**config.mk**
```make
export PLATFORM = sky130hd
export DESIGN_NAME = fetch_sequencer
export DESIGN_NICKNAME = d
export VERILOG_FILES = /design/src/rtl/fetch_sequencer.sv
export SDC_FILE = /design/constraint.sdc
export NUM_CORES = 1
export LEC_CHECK = 0
export CAP_MARGIN = 20
export CORE_ASPECT_RATIO = 0.5
export CORE_MARGIN = 1
export CORE_UTILIZATION = 40
export DETAILED_ROUTE_END_ITERATION = 8
export PLACE_DENSITY = 0.69
export SYNTH_ARGS = -nofsm -noshare
export SYNTH_HDL_FRONTEND = slang
export SYNTH_SLANG_ARGS = --single-unit
```
**constraint.sdc**
```tcl
create_clock -name clk -period 4.5 [get_ports clk]
set_input_delay 1.125 -clock clk [delete_from_list [all_inputs] [get_ports clk]]
set_output_delay 1.125 -clock clk [all_outputs]
set_load 0.02 [all_outputs]
```
**src/rtl/fetch_sequencer.sv**
```systemverilog
// rtl/fetch_sequencer.sv - instruction fetch sequencer with 2-entry prefetch buffer
// Issues word fetches, buffers responses in order, and flushes on redirect.
module fetch_sequencer #(
    parameter logic [31:0] RESET_PC = 32'h0000_0000,
    parameter int          DEPTH    = 2
) (
    input  logic        clk,
    input  logic        reset,
    output logic        Mem_Req,
    output logic [31:0] Mem_Address,
    input  logic [31:0] Mem_Instruction,
    input  logic        Redirect,
    input  logic [31:0] Redirect_PC,
    output logic        Inst_Valid,
    input  logic        Inst_Ready,
    output logic [31:0] Instruction,
    output logic [31:0] Inst_PC,
    output logic [15:0] Fetch_Count
);

    typedef enum logic [1:0] {BOOT, RUN, FLUSH} state_t;

    state_t      state_q;
    logic [31:0] fetch_pc_q;
    logic [31:0] resp_pc_q;
    logic        inflight_q;
    logic [1:0]  count_q;
    logic        head_q;
    logic [15:0] fetch_count_q;
    logic [31:0] hold_instr_q;
    logic [31:0] hold_pc_q;
    logic [31:0] buf_data_q [2];
    logic [31:0] buf_pc_q   [2];

    logic        head_valid;
    logic        pop;
    logic        resp_wr;
    logic        wr_idx;
    logic [2:0]  occupancy;
    logic [31:0] redirect_tgt;

    assign redirect_tgt = Redirect_PC & ~32'h0000_0003;
    assign head_valid   = !reset && (count_q != 2'd0);
    assign pop          = head_valid && Inst_Ready;
    // A response arriving in a redirect cycle belongs to the old stream.
    assign resp_wr      = inflight_q && !Redirect;
    assign wr_idx       = head_q ^ count_q[0];
    assign occupancy    = {1'b0, count_q} + {2'b00, inflight_q} - {2'b00, pop};

    assign Mem_Req      = !reset && !Redirect &&
                          ((state_q != RUN) || (occupancy < 3'(DEPTH)));
    assign Mem_Address  = reset ? RESET_PC : fetch_pc_q;
    assign Inst_Valid   = head_valid;
    assign Instruction  = reset ? 32'h0 : (head_valid ? buf_data_q[head_q] : hold_instr_q);
    assign Inst_PC      = reset ? 32'h0 : (head_valid ? buf_pc_q[head_q] : hold_pc_q);
    assign Fetch_Count  = reset ? 16'h0 : fetch_count_q;

    always_ff @(posedge clk) begin
        if (reset) begin
            state_q       <= BOOT;
            fetch_pc_q    <= RESET_PC;
            resp_pc_q     <= 32'h0;
            inflight_q    <= 1'b0;
            count_q       <= 2'd0;
            head_q        <= 1'b0;
            fetch_count_q <= 16'h0;
            hold_instr_q  <= 32'h0;
            hold_pc_q     <= 32'h0;
            for (int i = 0; i < 2; i++) begin
                buf_data_q[i] <= 32'h0;
                buf_pc_q[i]   <= 32'h0;
            end
        end else begin
            inflight_q <= Mem_Req;
            if (Mem_Req) begin
                resp_pc_q <= Mem_Address;
            end
            if (head_valid) begin
                hold_instr_q <= buf_data_q[head_q];
                hold_pc_q    <= buf_pc_q[head_q];
            end
            if (pop) begin
                fetch_count_q <= fetch_count_q + 16'd1;
            end
            if (Redirect) begin
                state_q    <= FLUSH;
                fetch_pc_q <= redirect_tgt;
                count_q    <= 2'd0;
                head_q     <= 1'b0;
            end else begin
                state_q <= RUN;
                if (Mem_Req) begin
                    fetch_pc_q <= fetch_pc_q + 32'd4;
                end
                if (resp_wr) begin
                    buf_data_q[wr_idx] <= Mem_Instruction;
                    buf_pc_q[wr_idx]   <= resp_pc_q;
                end
                head_q  <= head_q ^ pop;
                count_q <= count_q + {1'b0, resp_wr} - {1'b0, pop};
            end
        end
    end

    // Request throttling must keep entries + inflight within the buffer.
    assert property (@(posedge clk) disable iff (reset)
        !(resp_wr && (count_q == 2'd2) && !pop));

endmodule

```
==> results by group, run 1 <==
Power
  – Power per standard cell area: 374 mW/mm2
  – Pwr Total: 5.42 mW
  – Max VDD drop: 328 uV
  – LEAKAGE: 4.93 nW

Floorplanning
  – Core area: between 0.02 and 0.03 mm2
  – Number of I/O pins: 182
  – Area of the die: 0.0292 mm2
  – Initial Utilization: 0.409
  – Die H: 121 um
  – Row count: 43
  – Die Wd: 241 um

Yosys
  – Synth Warn #: 0
  – Top cell type by total area after synthesis: edfxtp_1
  – Post-synthesis cell type count: 57
  – Post-synth EDFFs: 124
  – Most frequent cell after synthesis: dfxtp_1
  – Seq/Total Area, Yosys: 0.583
  – Netlist Area Pre-Place: 0.0114 mm2
  – Seq cells post-synth: 270
  – FFs w/ async S/R, synth: 0
  – Post-Synthesis Cells: approximately 1100
  – Yosys top cell area share: 0.326
  – Top post-synthesis cells by area: edfxtp_1, dfxtp_1, and2_1
  – Most common library cells after synthesis: dfxtp_1, and2_1, edfxtp_1
  – Syn Area/Cell: 10.9 um2
  – Main synth FF type: dfxtp_1

Worst setup path
  – Register-to-register setup slack: 1.26 ns
  – Worst EP required: between 3 and 4 ns
  – CP arrival: 3.21 ns
  – Startpoint types: input port
  – Crit path max fanout: 2
  – Worst Setup End Kind: output port
  – Crit path kind: in2out

Timing
  – Final setup viols: 0
  – Max Slew Vio Count: 0
  – Setup TNS Final: 0 ns
  – Min Tclk post-route: roughly 4.3 ns
  – Crit share post-route: 0.963
  – Final setup margin: 0.165 ns
  – RSZ-0062 raised after global routing: false
  – FMAX: roughly 230 MHz
  – Hold Vio Cnt, Final: 0
  – Max transition margin: 0.501
  – Worst-Margin Slew: 0.749 ns
  – Post-Route Skew: 0.0105 ns
  – Hold Slack: around 0.47 ns

Drt
  – Iter 0 DRT Violations: 442
  – Post-route ant nets: 0
  – Drt drc: 0
  – WL per Instance: 16.7 um
  – Via density: 5.03
  – Via count: ~8000
  – Final wirelength: ~27000 um
  – DRT Pass-1 Iters: 5

Place
  – Routability congestion estimate: between 0.8 and 0.9
  – Placed Cells: 1560
  – Post-place setup slack: -0.296 ns
  – Final HPWL DP: 17300 um
  – IO buf count: 177
  – Placed cell areas: 0.0136 mm2

Layout
  – Layout Utilization: 0.520
  – Fin nets: 1279
  – Layout Cells excl Fill: 1609
  – Final Cell Area: 0.0145 mm2
  – Share of layout cells above drive strength 1: 0.0701
  – Antenna cells: 0
  – Synthesis-to-finish area growth: 27.0%
  – Fillers: 2487

CTS
  – Hold-fix buffers, CTS: 0
  – TritonCTS clock tree: done
  – CTS Buf Count: 26
  – Deepest clock path buffer count: 3
  – CTS root buf: clkbuf_16
  – H-tree Lvls: 1
  – CTS Sinks: 270
  – Setup Buffers After CTS: 0
  – Worst-Skew Late Latency: 0.54 ns
  – CTS resizes: 3
  – Clock slew seen by the registers of the worst setup and hold paths: 0.07 ns

Global route
  – First-pass GRT wire length: 42400 um
  – Antenna violations before repair: 0
  – Overflow after GRT: 0
  – GRT Total Usage: 0.184
  – Largest net degree at the start of global routing: 154
  – Vias in the first global route: 7965

Hold path
  – Min-Delay Path Class: reg2reg

Run status
  – Outcome: complete, no violations

Run
  – Max cap viols: 0
[registers in the layout, indices dropped and copies added, names as in the netlist, 2 cells and up]
signal / count
buf_data_q: 64
buf_pc_q: 60
count_q: 2
fetch_count_q: 16
fetch_pc_q: 30
hold_instr_q: 32
hold_pc_q: 32
resp_pc_q: 30
state_q: 2
[worst paths after layout]
| check | startpoint | to | depth (start not counted) |
|---|---|---|---|
| min | resp_pc_q[29] | resp_pc_q[29] | 2 |
| max | Inst_Ready | Mem_Req | 10 |
| min reg2reg | resp_pc_q[29] | resp_pc_q[29] | 2 |
| max reg2reg | count_q[1] | fetch_pc_q[20] | 13 |
[cells by family (layout without fill, tap and decap cells)]
kind of cell / count (synthesis) / in the layout / share of synthesized area
simple gates: 443 / 443 / 0.211
other cells: 1 / 2 / 0.000329
compound gates: 150 / 150 / 0.0869
flops: 270 / 270 / 0.583
mux: 64 / 64 / 0.0567
fa+ha+maj: 4 / 4 / 0.00504
buf+inv: 81 / 257 / 0.0296
xor+xnor: 37 / 37 / 0.0284
[report_power, final]
part / switching [mW] / internal (mW)
clock: 0.936 / 1.35
sequential: 0.0601 / 2.66
combinational: 0.227 / 0.189
[worst max-delay path, cell delays in order]
cell and delay [ns]:
clkdlybuf4s50_1 0.48, nand2_1 0.09, or2_2 0.29, buf_4 0.14
fa_1 0.39, xnor2_1 0.17, o21ai_2 0.15, nand2_1 0.11
inv_2 0.09, buf_2 0.17
[cell type report]
cell class	count	area, um2	share of cell area
Clock inverter	12	164	0.0113
Clock buffer	36	719	0.0496
Sequential cell	270	6650	0.459
Multi-Input combinational cell	700	4440	0.306
Inverter	7	26.3	0.00181
Tap cell	382	478	0.0330
Timing Repair Buffer	202	2020	0.139
[per-layer routing]
layer | part of all wire | global-route usage | vias to the layer above | wire, um
li1 | - | - | 3993 | -
met1 | 0.46 | 0.240 | 3926 | 12200
met2 | 0.48 | 0.314 | 128 | 12900
met3 | 0.041 | 0.0337 | 43 | 1090
met4 | 0.021 | 0.0514 | 0 | 576
met5 | 0 | 0 | - | 0
[layout by cell type, fill, tap and decap left out, drive strengths merged, types with 8 or more instances in the layout]
master,n
clkdlybuf4s50,175
dfxtp,146
and2,132
edfxtp,124
nor2,92
nand2,73
a211oi,73
mux2i,62
nor2b,46
clkbuf,37
o21ai,32
buf,26
xor2,25
a21oi,22
nand3,20
nand4,19
nand2b,18
xnor2,12
and4,9
clkinv,8
Power figures use the tool's default switching activity.
==> run 2: changes to the inputs <==
- PLACE_DENSITY: 0.69 -> not set
- PLACE_DENSITY_LB_ADDON: not set -> 0.12
==> run 2 against run 1 <==
Net effect:
- clock-buffer cell count fell by 6
- final cell count fell by 0.50%
- sequential cell count did not move
- largest power group unchanged
==> results by group, run 2 (synthesized netlist as in run 1, its figures left out) <==
Floorplanning
  – Row count: 43
  – Die Wd: 241 um
  – Initial Utilization: 0.409
  – Die H: 121 um
  – Core area: 0.0279 mm2
  – Area of the die: 0.0292 mm2
  – Number of I/O pins: 182

Drt
  – Drt drc: 0
  – DRT Pass-1 Iters: 5
  – Final wirelength: 27000 um
  – Iter 0 DRT Violations: ~440
  – WL per Instance: 16.9 um
  – Via density: 4.99
  – Via count: 7988
  – Post-route ant nets: 0

Timing
  – Hold Vio Cnt, Final: 0
  – Setup TNS Final: 0 ns
  – Final setup viols: 0
  – Hold Slack: 0.460 ns
  – RSZ-0062 raised after global routing: false
  – Min Tclk post-route: 4.34 ns
  – Max Slew Vio Count: 0
  – Final setup margin: 0.161 ns
  – FMAX: 230 MHz
  – Worst-Margin Slew: 1.07 ns
  – Max transition margin: 0.282
  – Crit share post-route: 0.964
  – Post-Route Skew: 0.00817 ns

CTS
  – CTS Buf Count: 25
  – TritonCTS clock tree: done
  – CTS root buf: clkbuf_16
  – Worst-Skew Late Latency: 0.54 ns
  – Deepest clock path buffer count: 3
  – Clock slew seen by the registers of the worst setup and hold paths: 0.07 ns
  – H-tree Lvls: 1
  – CTS Sinks: 270

Layout
  – Synthesis-to-finish area growth: 26.1%
  – Multi-input logic area: 0.00444 mm2
  – Layout Utilization: 0.516
  – Biggest regs: buf_data_q (64), buf_pc_q (60)
  – Antenna cells: 0
  – Commonest non-fill, non-tap cells in the layout: clkdlybuf4s50_1, dfxtp_1, and2_1
  – Fillers: 2559
  – Share of layout cells above drive strength 1: 0.0623
  – Most common cell after layout, fill and taps aside: clkdlybuf4s50_1
  – Layout Cells excl Fill: 1601
  – Fin nets: approximately 1300
  – Max FFs per register: 64
  – Largest Register: buf_data_q
  – Final Cell Area: 0.0144 mm2
  – Register area: 0.00665 mm2

Hold path
  – Worst Hold Depth: 2
  – Min-Delay Path Class: reg2reg
  – Hold path startpoint: resp_pc_q[28]
  – Hold Path Sink: resp_pc_q[28]

Place
  – Final HPWL DP: ~17000 um
  – Placed cell areas: approximately 0.014 mm2
  – IO buf count: 177
  – Post-place setup slack: -0.319 ns
  – Placed Cells: around 1600
  – Routability congestion estimate: 0.815

Global route
  – Antenna violations before repair: 1
  – First-pass GRT wire length: 43000 um
  – Overflow after GRT: 0
  – Vias in the first global route: between 7000 and 8000
  – GRT Total Usage: 0.187
  – Largest net degree at the start of global routing: roughly 120

Worst setup path
  – Worst Setup End Kind: output port
  – CP arrival: between 3 and 4 ns
  – Reg2reg end: fetch_pc_q[20]
  – Crit path kind: in2out
  – R2r startpoint: count_q[1]
  – Reg2Reg Depth: 13
  – Critical Path Source: Inst_Ready
  – Register-to-register setup slack: about 1.3 ns
  – Startpoint types: input port
  – Worst EP required: 3.38 ns
  – Crit path max fanout: 3

Power
  – Max VDD drop: about 260 uV
  – Power per standard cell area: roughly 370 mW/mm2
  – Pwr Total: 5.37 mW
  – LEAKAGE: 4.87 nW

Run status
  – Outcome: complete, no violations

Run
  – Max cap viols: 0
run 2: repair_timing:
| item | 4_1_cts | 5_1_grt |
|---|---|---|
| hold buffers | 0 | 0 |
| buffers inserted | 0 | 0 |
| gates resized for setup | 3 | 2 |
| endpoints found under the setup margin | 1 | 1 |
run 2: where the power goes:
group          internal [mW]  leakage [nW]  switching, mW
sequential              2.66          2.48         0.0606
combinational          0.185          1.98          0.224
clock                   1.31         0.408          0.935
run 2: final cells by class:
type,count,share of cell area
Sequential cell,270,0.462
Clock inverter,16,0.0141
Tap cell,382,0.0332
Inverter,7,0.00183
Multi-Input combinational cell,700,0.309
Clock buffer,30,0.0448
Timing Repair Buffer,196,0.135
run 2: worst max-delay path by stage:
stage	end	slack (ns)	cells after the start
floorplan	Mem_Req	0.06	10
global placement	Mem_Req	-0.33	9
detailed placement	Mem_Req	-0.32	9
CTS	Mem_Req	0.02	9
global route	Instruction[11]	0.01	5
finish	Mem_Req	0.16	10
run 2: routing by layer:
metal | share of wire | track usage | wire [um]
met3 | 0.053 | 0.0450 | 1440
met5 | 0.00041 | 0 | 11
met1 | 0.47 | 0.257 | 12800
met2 | 0.46 | 0.302 | 12400
met4 | 0.013 | 0.0344 | 356
run 2: worst max-delay path, stage by stage:
cell             delay (ns)
clkdlybuf4s50_1        0.50
nand2_1                0.07
or2_2                  0.28
buf_4                  0.14
fa_1                   0.39
xnor2_1                0.17
o21ai_2                0.15
nand2_1                0.10
inv_2                  0.10
buf_2                  0.18
==> run 3: changes to the inputs <==
- ABC_AREA: not set -> 1
- CORE_ASPECT_RATIO: 0.5 -> not set
==> run 3 against run 2 <==
Net effect:
- die area grew 2.4%
- combinational power grew 11%
- highest routed layer is now met4
- critical path depth grew 1
- final cell count grew 23%
- power grew 5.3%
- worst setup slack lost 0.010 ns
- first-iteration DRC count grew 67%
- register-to-register slack lost 0.08 ns
- area after synthesis grew 2.6%
- largest power group unchanged
- synthesized cell count grew 34%
==> results by group, run 3 <==
Timing
  – Max Slew Vio Count: 0
  – Final setup viols: 0
  – Hold Slack: ~0.44 ns
  – Min Tclk post-route: 4.35 ns
  – Post-Route Skew: 0.0166 ns
  – Worst-Margin Slew: 0.856 ns
  – Crit share post-route: 0.966
  – Max transition margin: 0.429
  – FMAX: 230 MHz
  – RSZ-0062 raised after global routing: false
  – Hold Vio Cnt, Final: 0

Floorplanning
  – Die Wd: ~170 um
  – Core area: 0.0288 mm2
  – Die H: 173 um
  – Initial Utilization: 0.407
  – Area of the die: 0.0299 mm2
  – Row count: 62
  – Number of I/O pins: 182

CTS
  – CTS Buf Count: 29
  – Worst-Skew Late Latency: 0.56 ns
  – H-tree Lvls: 1
  – Setup Buffers After CTS: 0
  – CTS root buf: clkbuf_16
  – TritonCTS clock tree: done
  – Deepest clock path buffer count: 3
  – Clock slew seen by the registers of the worst setup and hold paths: 0.06 ns
  – CTS Sinks: 270

Layout
  – Max FFs per register: 64
  – Largest Register: buf_data_q
  – Commonest non-fill, non-tap cells in the layout: nand2_1, nor2_1, clkdlybuf4s50_1
  – Fin nets: 1628
  – Antenna cells: 0
  – Share of layout cells above drive strength 1: 0.0665
  – Biggest regs: buf_data_q (64), buf_pc_q (60)
  – Layout Cells excl Fill: 1963
  – Final Cell Area: 0.0148 mm2
  – Synthesis-to-finish area growth: 26.7%
  – Fillers: 2730
  – Most common cell after layout, fill and taps aside: nand2_1

Yosys
  – Seq/Total Area, Yosys: 0.568
  – Netlist Area Pre-Place: 0.0117 mm2
  – FFs w/ async S/R, synth: 0
  – Synth Warn #: 0
  – Yosys top cell area share: 0.318
  – Main synth FF type: dfxtp_1
  – Syn Area/Cell: 8.34 um2
  – Post-Synthesis Cells: 1403
  – Post-synthesis cell type count: 37
  – Most common library cells after synthesis: nand2_1, nor2_1, dfxtp_1
  – Post-synth EDFFs: around 120
  – Seq cells post-synth: 270
  – Top post-synthesis cells by area: edfxtp_1, dfxtp_1, nand2_1
  – Top cell type by total area after synthesis: edfxtp_1
  – Most frequent cell after synthesis: nand2_1

Global route
  – First-pass GRT wire length: 48900 um
  – GRT Total Usage: 0.203
  – Antenna violations before repair: 0
  – Largest net degree at the start of global routing: 88
  – Vias in the first global route: between 9000 and 10000
  – Overflow after GRT: 0

Run status
  – Outcome: complete, no violations

Worst setup path
  – Crit path max fanout: 2
  – Startpoint types: input port
  – CP arrival: 3.22 ns
  – Crit path kind: in2out
  – Register-to-register setup slack: 1.24 ns
  – Worst EP required: 3.38 ns
  – Worst Setup End Kind: output port
  – R2r startpoint: count_q[0]
  – Reg2reg end: fetch_pc_q[2]
  – Reg2Reg Depth: 15

Place
  – Placed cell areas: 0.0138 mm2
  – Routability congestion estimate: about 0.9
  – Placed Cells: 1909
  – Final HPWL DP: 19400 um
  – IO buf count: 177

Drt
  – Via density: 4.85
  – Final wirelength: 30200 um
  – WL per Instance: 15.4 um
  – Post-route ant nets: 0
  – Drt drc: 0
  – Via count: between 9000 and 10000
  – Iter 0 DRT Violations: 741
  – DRT Pass-1 Iters: 5

Power
  – Power per standard cell area: 381 mW/mm2
  – LEAKAGE: between 5 and 6 nW
  – Sw power: 1.32 mW
  – Cell Int Power: 4.34 mW
  – Clock Power Share: 0.440
  – Sw Share: 0.233
  – Part of the power in registers: 0.480
  – Max VDD drop: a little over 300 uV
  – Power share of the combinational group: 0.081

Hold path
  – Hold path startpoint: hold_pc_q[0]
  – Hold Path Sink: hold_pc_q[0]
  – Worst Hold Depth: 2
  – Min-Delay Path Class: reg2reg

Run
  – Max cap viols: 0
[run 3: cell count changes in the layout (fill, tap and decap cells not counted), moves of 16 or more]
| cell | delta |
|---|---|
| a211oi_1 | -71 |
| a31oi_1 | +56 |
| and2_1 | -129 |
| inv_1 | +141 |
| mux2i_1 | -62 |
| nand2_1 | +236 |
| nand2b_1 | -18 |
| nand3_1 | +68 |
| nor2_1 | +142 |
| nor2b_1 | -46 |
| o21ai_0 | +65 |
| o21ai_1 | +19 |
| xor2_1 | -16 |
[run 3: cells by family after synthesis]
family | share of synthesized area
buffers and inverters | 0.0821
other | 0.000320
adders and majority gates | 0.00492
DFF | 0.568
xor gates and xnor gates | 0.00823
AOI/OAI and AO/OA | 0.102
and+or+nand+nor | 0.235
[run 3: timing repair]
| item | 4_1_cts | 5_1_grt |
|---|---|---|
| resized for setup | 1 | 0 |
| setup endpoints to repair | 1 | 0 |
| hold buffers | 0 | 0 |
[run 3: stage by stage]
step	total power [mW]	util	worst slack [ns]	setup TNS, ns
2_1_floorplan	3.01	-	0.362	0
3_3_place_gp	3.22	0.480	-0.125	-0.125
3_5_place_dp	3.23	0.480	-0.156	-0.156
4_1_cts	5.71	0.515	0.106	0
5_1_grt	5.86	0.515	0.00159	0
6_report	5.66	0.515	0.151	0
[run 3: worst max path at each step]
stage	from	endpoint	slack [ns]	cells past startpoint
after floorplan	reset	Mem_Req	0.36	13
after global placement	Inst_Ready	Mem_Req	-0.13	11
after detailed placement	Inst_Ready	Mem_Req	-0.16	11
after CTS	Inst_Ready	Mem_Req	0.11	11
after global routing	Inst_Ready	Mem_Req	0.002	11
final	Inst_Ready	Mem_Req	0.15	11
[run 3: final cells by class]
class | instances | area, um2 | share of cell area
clock buffer | 42 | 855 | 0.0576
timing repair buffer | 201 | 2010 | 0.135
tap | 384 | 480 | 0.0324
sequential | 270 | 6650 | 0.448
clock inverter | 12 | 150 | 0.0101
multi-input combinational | 901 | 4110 | 0.277
inverter | 153 | 576 | 0.0388
[run 3: critical path, cell delays in order]
cell and delay (ns):
clkdlybuf4s50_1 0.51, nand2_2 0.07, or2_1 0.22, a21oi_1 0.17, fa_1 0.44, inv_1 0.06, nand3_1 0.07, nand2_1 0.07
nand2_2 0.06, inv_2 0.09, dlygate4sd2_1 0.34
[run 3: power groups by stage]
| stage | Clock [mW] | Sequential (mW) | Combinational (mW) |
|---|---|---|---|
| final | 2.49 | 2.71 | 0.456 |
| after global routing | 2.64 | 2.72 | 0.503 |
| after CTS | 2.54 | 2.71 | 0.461 |
| after detailed placement | 0 | 2.77 | 0.460 |
| after global placement | 0 | 2.76 | 0.456 |
| after floorplan | 0 | 2.75 | 0.256 |
[run 3: routing by layer]
metal / wire [um] / up-vias / global-route usage / share of wire
met5: 0 / - / 0 / 0
met4: 572 / 0 / 0.0479 / 0.019
met3: 1380 / 45 / 0.0264 / 0.046
met2: 14000 / 228 / 0.335 / 0.46
met1: 14200 / 4375 / 0.283 / 0.47
li1: - / 4875 / - / -
==> variant 1 (settings of run 2) <==
Put a register stage on the output `Fetch_Count`. The value now appears one clock later. The other outputs are not delayed to match.
--- a/src/rtl/fetch_sequencer.sv
+++ b/src/rtl/fetch_sequencer.sv
@@ -55,3 +55,5 @@
     assign Inst_PC      = reset ? 32'h0 : (head_valid ? buf_pc_q[head_q] : hold_pc_q);
-    assign Fetch_Count  = reset ? 16'h0 : fetch_count_q;
+    always_ff @(posedge clk) begin
+        Fetch_Count <= reset ? 16'h0 : fetch_count_q;
+    end
 
Function: changed (a bounded check fails within 4 cycles, from zero or initial values and one cycle with reset high).
==> variant 1 against run 2 <==
  * Via count rose by 0.31%
  * Design area grew 2.2%
  * Clock skew shrank 0.0011 ns
  * Area after synthesis increased by 2.6%
  * Routed wire length is 1.3% higher
  * Power rose by 1.5%
  * Worst setup slack gained 0.022 ns
  * Sequential cell count up 16
  * Critical path type unchanged
==> variant 1: results (changes against run 2) <==
stage	metric	value	unit	change
final_layout	final net count	1290		was 1,272
cts	cts repair resizes	1		was 3
status	outcome	finished, final reports clean		unchanged
critical_path	delay-heaviest family, CP	buffers and inverters		unchanged
worst_hold_path	type of the tightest min-delay check	flop to flop		unchanged
placed_design	dpl hpwl	17350	µm	was 16,560 µm
yosys	ys flop type	dfxtp_1		unchanged
final_layout	Antenna Diode Count	0		unchanged
route	routed wire length	27340	µm	was 26,980 µm
timing	Worst Skew	0.007067	ns	was 0.008170 ns
route	vias per std cell	4.946		was 4.989
yosys	yosys warns	0		unchanged
critical_path	CP max-delay cell	clkdlybuf4s50_1		unchanged
cts	Setup Fix Bufs, Post-CTS	0		unchanged
route	drt initial violations	483		was 444
global_route	GR Util All Layers	18.26	%	was 18.74%
critical_path	Max FO, Critical Path	2		was 3
placed_design	DP Worst Slack	-0.09768	ns	was -0.3195 ns
final_layout	Layout fillers	2572		was 2,559
cts	Root Buffer	clkbuf_16		unchanged
global_route	initial antenna violation count	0		was 1
placed_design	Placer Congestion	0.8009		was 0.8147
route	drt first pass iters	5		unchanged
yosys	Seq/Total Area, Yosys	59.51	%	was 58.25%
cts	Max Root-Sink Buffers	3		unchanged
yosys	fraction of registers with async set/reset	0	%	unchanged
global_route	largest net degree at the start of global routing	124		was 119
yosys	post-synth cell types	53		was 57
flow_run	MaxCap Viol Count	0		unchanged
yosys	synth top area cells	edfxtp_1 32%, dfxtp_1 28%, and2_1 7.0%		was edfxtp_1 33%, dfxtp_1 26%, and2_1 7.2%
yosys	Post-synth top cells	162 x dfxtp_1, 131 x and2_1, 124 x edfxtp_1		was 146 x dfxtp_1, 132 x and2_1, 124 x edfxtp_1
pwr	VDD IR max	251.3	µV	was 263.5 µV
pwr	leakage	5.050	nW	was 4.867 nW
cts	# H-tree levels	1		unchanged
global_route	vias in the first global route	7862		was 7,855
cts	clk slew on worst S/H paths	0.06	ns	
yosys	Post-synth EDFFs	124		unchanged
global_route	first-pass GRT wire length	43300	µm	was 42,960 µm
final_layout	biggest regs	buf_data_q x64, buf_pc_q x60		unchanged
placed_design	PortBufs	177		unchanged
cts	TritonCTS buffer count	26		was 25
cts	worst skew pair latency	0.53	ns	
timing	headroom to the max-slew limit	46.35	%	was 28.20%
final_layout	layout cells sized above 1	6.381	%	was 6.235%
critical_path	max incr delay on CP	0.50	ns	about the same
-- variant 1: cell count changes after synthesis, moves of 12 or more --
cell | before | now
dfxtp_1 | 146 | 162
nand2_1 | 73 | 90
nand2b_1 | 18 | 1
nand3b_1 | 0 | 16
nand4_1 | 19 | 7
o21ai_0 | 31 | 7
xnor2_1 | 12 | 34
xor2_1 | 25 | 8
-- variant 1: kinds of logic (layout without fill, tap and decap cells) --
kind of cell / Yosys count / after routing / share of synthesized area [%]
simple gates: 457 / 457 / 20.87
buf+inv: 86 / 258 / 3.025
other cells: 1 / 2 / 0.03203
compound gates: 126 / 126 / 7.525
fa+ha+maj: 4 / 4 / 0.4917
mux: 63 / 63 / 5.398
flops: 286 / 286 / 59.51
xor+xnor: 42 / 42 / 3.142
-- variant 1: stage by stage --
step,cell area (µm²),cells,power (mW),TNS (ns)
global placement,13890,1572,3.353,-0.09316
CTS,14710,1620,5.517,0
floorplan,11710,1066,3.144,0
detailed placement,13890,1572,3.362,-0.09768
finish,14710,1620,5.451,0
global route,14710,1620,5.672,0
-- variant 1: routing by layer --
metal / wire length [µm] / global-route usage, % / up-vias
met4: 520 / 4.258 / 0
met1: 13030 / 24.91 / 3796
li1: - / - / 4028
met5: 0 / 0 / -
met2: 12570 / 29.78 / 148
met3: 1220 / 4.016 / 41
-- variant 1: tightest hold or removal path: cells and delay by family (launching register included) --
| kind | cells | cell delay [ns] |
|---|---|---|
| AOI/OAI and AO/OA | 1 | 0.05 |
| DFF | 1 | 0.31 |
| and+or+nand+nor | 1 | 0.05 |
-- variant 1: worst paths after layout --
kind	cells past startpoint	endpoint	slack (ns)	from
setup / recovery	9	Mem_Req	0.18	Inst_Ready
hold / removal	2	resp_pc_q[22]$_SDFFE_PP0P_	0.47	resp_pc_q[22]$_SDFFE_PP0P_
setup reg to reg	11	fetch_pc_q[14]$_SDFFE_PP0P_	1.65	count_q[1]$_SDFF_PN0_
hold reg to reg	2	resp_pc_q[22]$_SDFFE_PP0P_	0.47	resp_pc_q[22]$_SDFFE_PP0P_
-- variant 1: power by group --
group          total, mW  switching, mW  internal (mW)  leakage [nW]
sequential          2.87         0.0658           2.81          2.61
combinational      0.426          0.230          0.196          2.04
clock               2.15          0.948           1.21         0.404
-- variant 1: final cells by class --
cell class                      count  share of cell area [%]
Multi-Input combinational cell    694                   29.93
Sequential cell                   286                   47.38
Clock inverter                      6                  0.1871
Tap cell                          382                   3.249
Inverter                           11                  0.2806
Clock buffer                       42                   5.392
Timing Repair Buffer              199                   13.59
==> variant 2 (settings of run 2) <==
Without the edit above. The 3 states of `state_t` get a one-hot encoding in 3 bits.
--- a/src/rtl/fetch_sequencer.sv
+++ b/src/rtl/fetch_sequencer.sv
@@ -20,3 +20,3 @@
 
-    typedef enum logic [1:0] {BOOT, RUN, FLUSH} state_t;
+    typedef enum logic [2:0] {BOOT = 3'b001, RUN = 3'b010, FLUSH = 3'b100} state_t;
 
Function: no difference found for any inputs over 4 cycles, from zero or initial values and one cycle with reset high; so few cycles prove little.
==> variant 2 against run 2 <==
  * Power is 2.1% lower
  * Count of clock-buffer cells in the layout is 5 higher
  * Critical endpoint unchanged
  * Routed wire length is 0.64% higher
  * Design area is 0.91% lower
  * Maximum frequency is 0.58% lower
  * Worst setup slack worse by 0.025 ns
  * Final cell count is 0.44% higher
  * Hold slack worse by 0.0051 ns
  * Sequential cell count is 1 higher
  * Register-to-register slack better by 0.05 ns
  * Area after synthesis is 1.5% lower
  * Clock power is 6% lower
==> variant 2: results (changes against run 2) <==
stage	metric	value	unit	change
status	outcome	finished, final reports clean		unchanged
timing	Worst-Margin Slew	0.9364	ns	was 1.068 ns
global_route	first-pass GRT wire length	43280	µm	was 42,960 µm
route	routed wire length	27160	µm	was 26,980 µm
cts	clk slew on worst S/H paths	0.06	ns	
final_layout	largest reg by FF count	buf_data_q		unchanged
yosys	Seq/Total Area, Yosys	59.34	%	was 58.25%
yosys	Post-synth top cells	147 x dfxtp_1, 147 x nand2_1, 134 x and2_1		was 146 x dfxtp_1, 132 x and2_1, 124 x edfxtp_1
yosys	ys flop type	dfxtp_1		unchanged
global_route	GR Util All Layers	19.19	%	was 18.74%
yosys	synth top area cells	edfxtp_1 33%, dfxtp_1 26%, and2_1 7.5%		was edfxtp_1 33%, dfxtp_1 26%, and2_1 7.2%
global_route	largest net degree at the start of global routing	65		was 119
placed_design	DP Cell Count	1563		was 1,555
pwr	VDD IR max	217.1	µV	was 263.5 µV
final_layout	layout cells sized above 1	6.726	%	was 6.235%
placed_design	Placer Congestion	0.8520		was 0.8147
worst_hold_path	type of the tightest min-delay check	flop to flop		unchanged
yosys	multiplexer area fraction after synthesis	6.170	%	was 5.669%
final_layout	final net count	1288		was 1,272
route	drt initial violations	619		was 444
yosys	XOR/XNOR Fraction of Synth Area	2.417	%	was 2.840%
critical_path	Max FO, Critical Path	2		was 3
final_layout	Antenna Diode Count	0		unchanged
global_route	vias in the first global route	7943		was 7,855
critical_path	r2r worst-path depth	10		was 13
worst_hold_path	min-delay src	hold_pc_q[1]$_DFF_P_		was resp_pc_q[28]$_SDFFE_PP0P_
route	routed via count	8015		was 7,988
placed_design	DP Worst Slack	-0.4041	ns	was -0.3195 ns
yosys	Compound-Gate Fraction of Synth Area	6.916	%	was 8.685%
cts	Root Buffer	clkbuf_16		unchanged
yosys	yosys warns	0		unchanged
cts	worst skew pair latency	0.53	ns	
worst_hold_path	worst hold stages	1		was 2
yosys	Avg Cell Area, Syn	10.63	µm²	was 10.87 µm²
yosys	fraction of registers with async set/reset	0	%	unchanged
placed_design	dpl hpwl	17310	µm	was 16,560 µm
global_route	initial antenna violation count	0		was 1
yosys	adder-cell area share of the yosys netlist	0.5123	%	was 0.5044%
timing	Worst Skew	0.01061	ns	was 0.008170 ns
cts	# H-tree levels	1		unchanged
critical_path	Worst Path Arrival	3.24	ns	was 3.21 ns
pwr	leakage	5.051	nW	was 4.867 nW
critical_path	crit path launch	Inst_Ready		unchanged
route	vias per std cell	4.984		was 4.989
cts	Max Root-Sink Buffers	3		unchanged
yosys	post-synth cell types	53		was 57
critical_path	R2R Path Start	count_q[0]$_SDFF_PN0_		was count_q[1]$_SDFF_PN0_
variant 2: critical path, cell delays in order:
cell and delay, ns:
clkdlybuf4s50_1 0.50, inv_1 0.06, or3_1 0.40, buf_4 0.15, fa_1 0.55, nor3_2 0.05, a22oi_2 0.16, inv_1 0.08
buf_2 0.16
variant 2: power breakdown:
| group | leakage [nW] | internal [mW] | switching, mW |
|---|---|---|---|
| Combinational | 2.18 | 0.178 | 0.237 |
| Sequential | 2.49 | 2.68 | 0.0690 |
| Clock | 0.384 | 1.18 | 0.920 |
variant 2: metal layers:
layer / share of wire [%] / vias to the layer above / GRT usage (%)
li1: - / 3956 / -
met1: 48 / 3822 / 27.20
met2: 46 / 198 / 30.89
met3: 4.6 / 39 / 3.447
met4: 1.6 / 0 / 3.606
met5: 0 / - / 0
variant 2: stage by stage:
stage               power, mW  TNS, ns  hold WS, ns  cell area (µm²)
global placement        3.212  -0.3478       0.4390            13470
floorplan               3.010   -62.41       0.4357            11250
detailed placement      3.222  -0.4041       0.4406            13470
CTS                     5.310        0       0.4556            14270
global route            5.466        0       0.4741            14260
finish                  5.259        0       0.4548            14260
variant 2: final timing paths:
check | to | slack [ns]
setup / recovery | Mem_Req | 0.14
hold / removal | hold_pc_q[1]$_DFF_P_ | 0.45
setup reg to reg | fetch_pc_q[11]$_SDFFE_PP0P_ | 1.37
hold reg to reg | hold_pc_q[1]$_DFF_P_ | 0.45
variant 2: layout make-up:
class | count | area, µm²
tap | 374 | 467.9
sequential | 271 | 6670
clock inverter | 10 | 103.9
timing repair buffer | 200 | 1989
multi-input combinational | 704 | 4294
fill | 2423 | 12750
clock buffer | 35 | 683.2
inverter | 14 | 52.55
variant 2: what timing repair did:
| action | CTS | global route |
|---|---|---|
| setup endpoints to repair | 1 | 1 |
| setup buffers | 0 | 0 |
| resized for setup | 5 | 1 |
| endpoints found under the hold margin | 0 | 0 |
| pin swaps | 0 | 1 |
variant 2: cell families after synthesis:
kind of cell             after synthesis
other                                  1
adder cells (fa/ha/maj)                4
XOR/XNOR                              31
buffers and inverters                 83
AO/OA/AOI/OAI                        136
AND/OR/NAND/NOR                      462
flip-flops                           271
multiplexers                          69
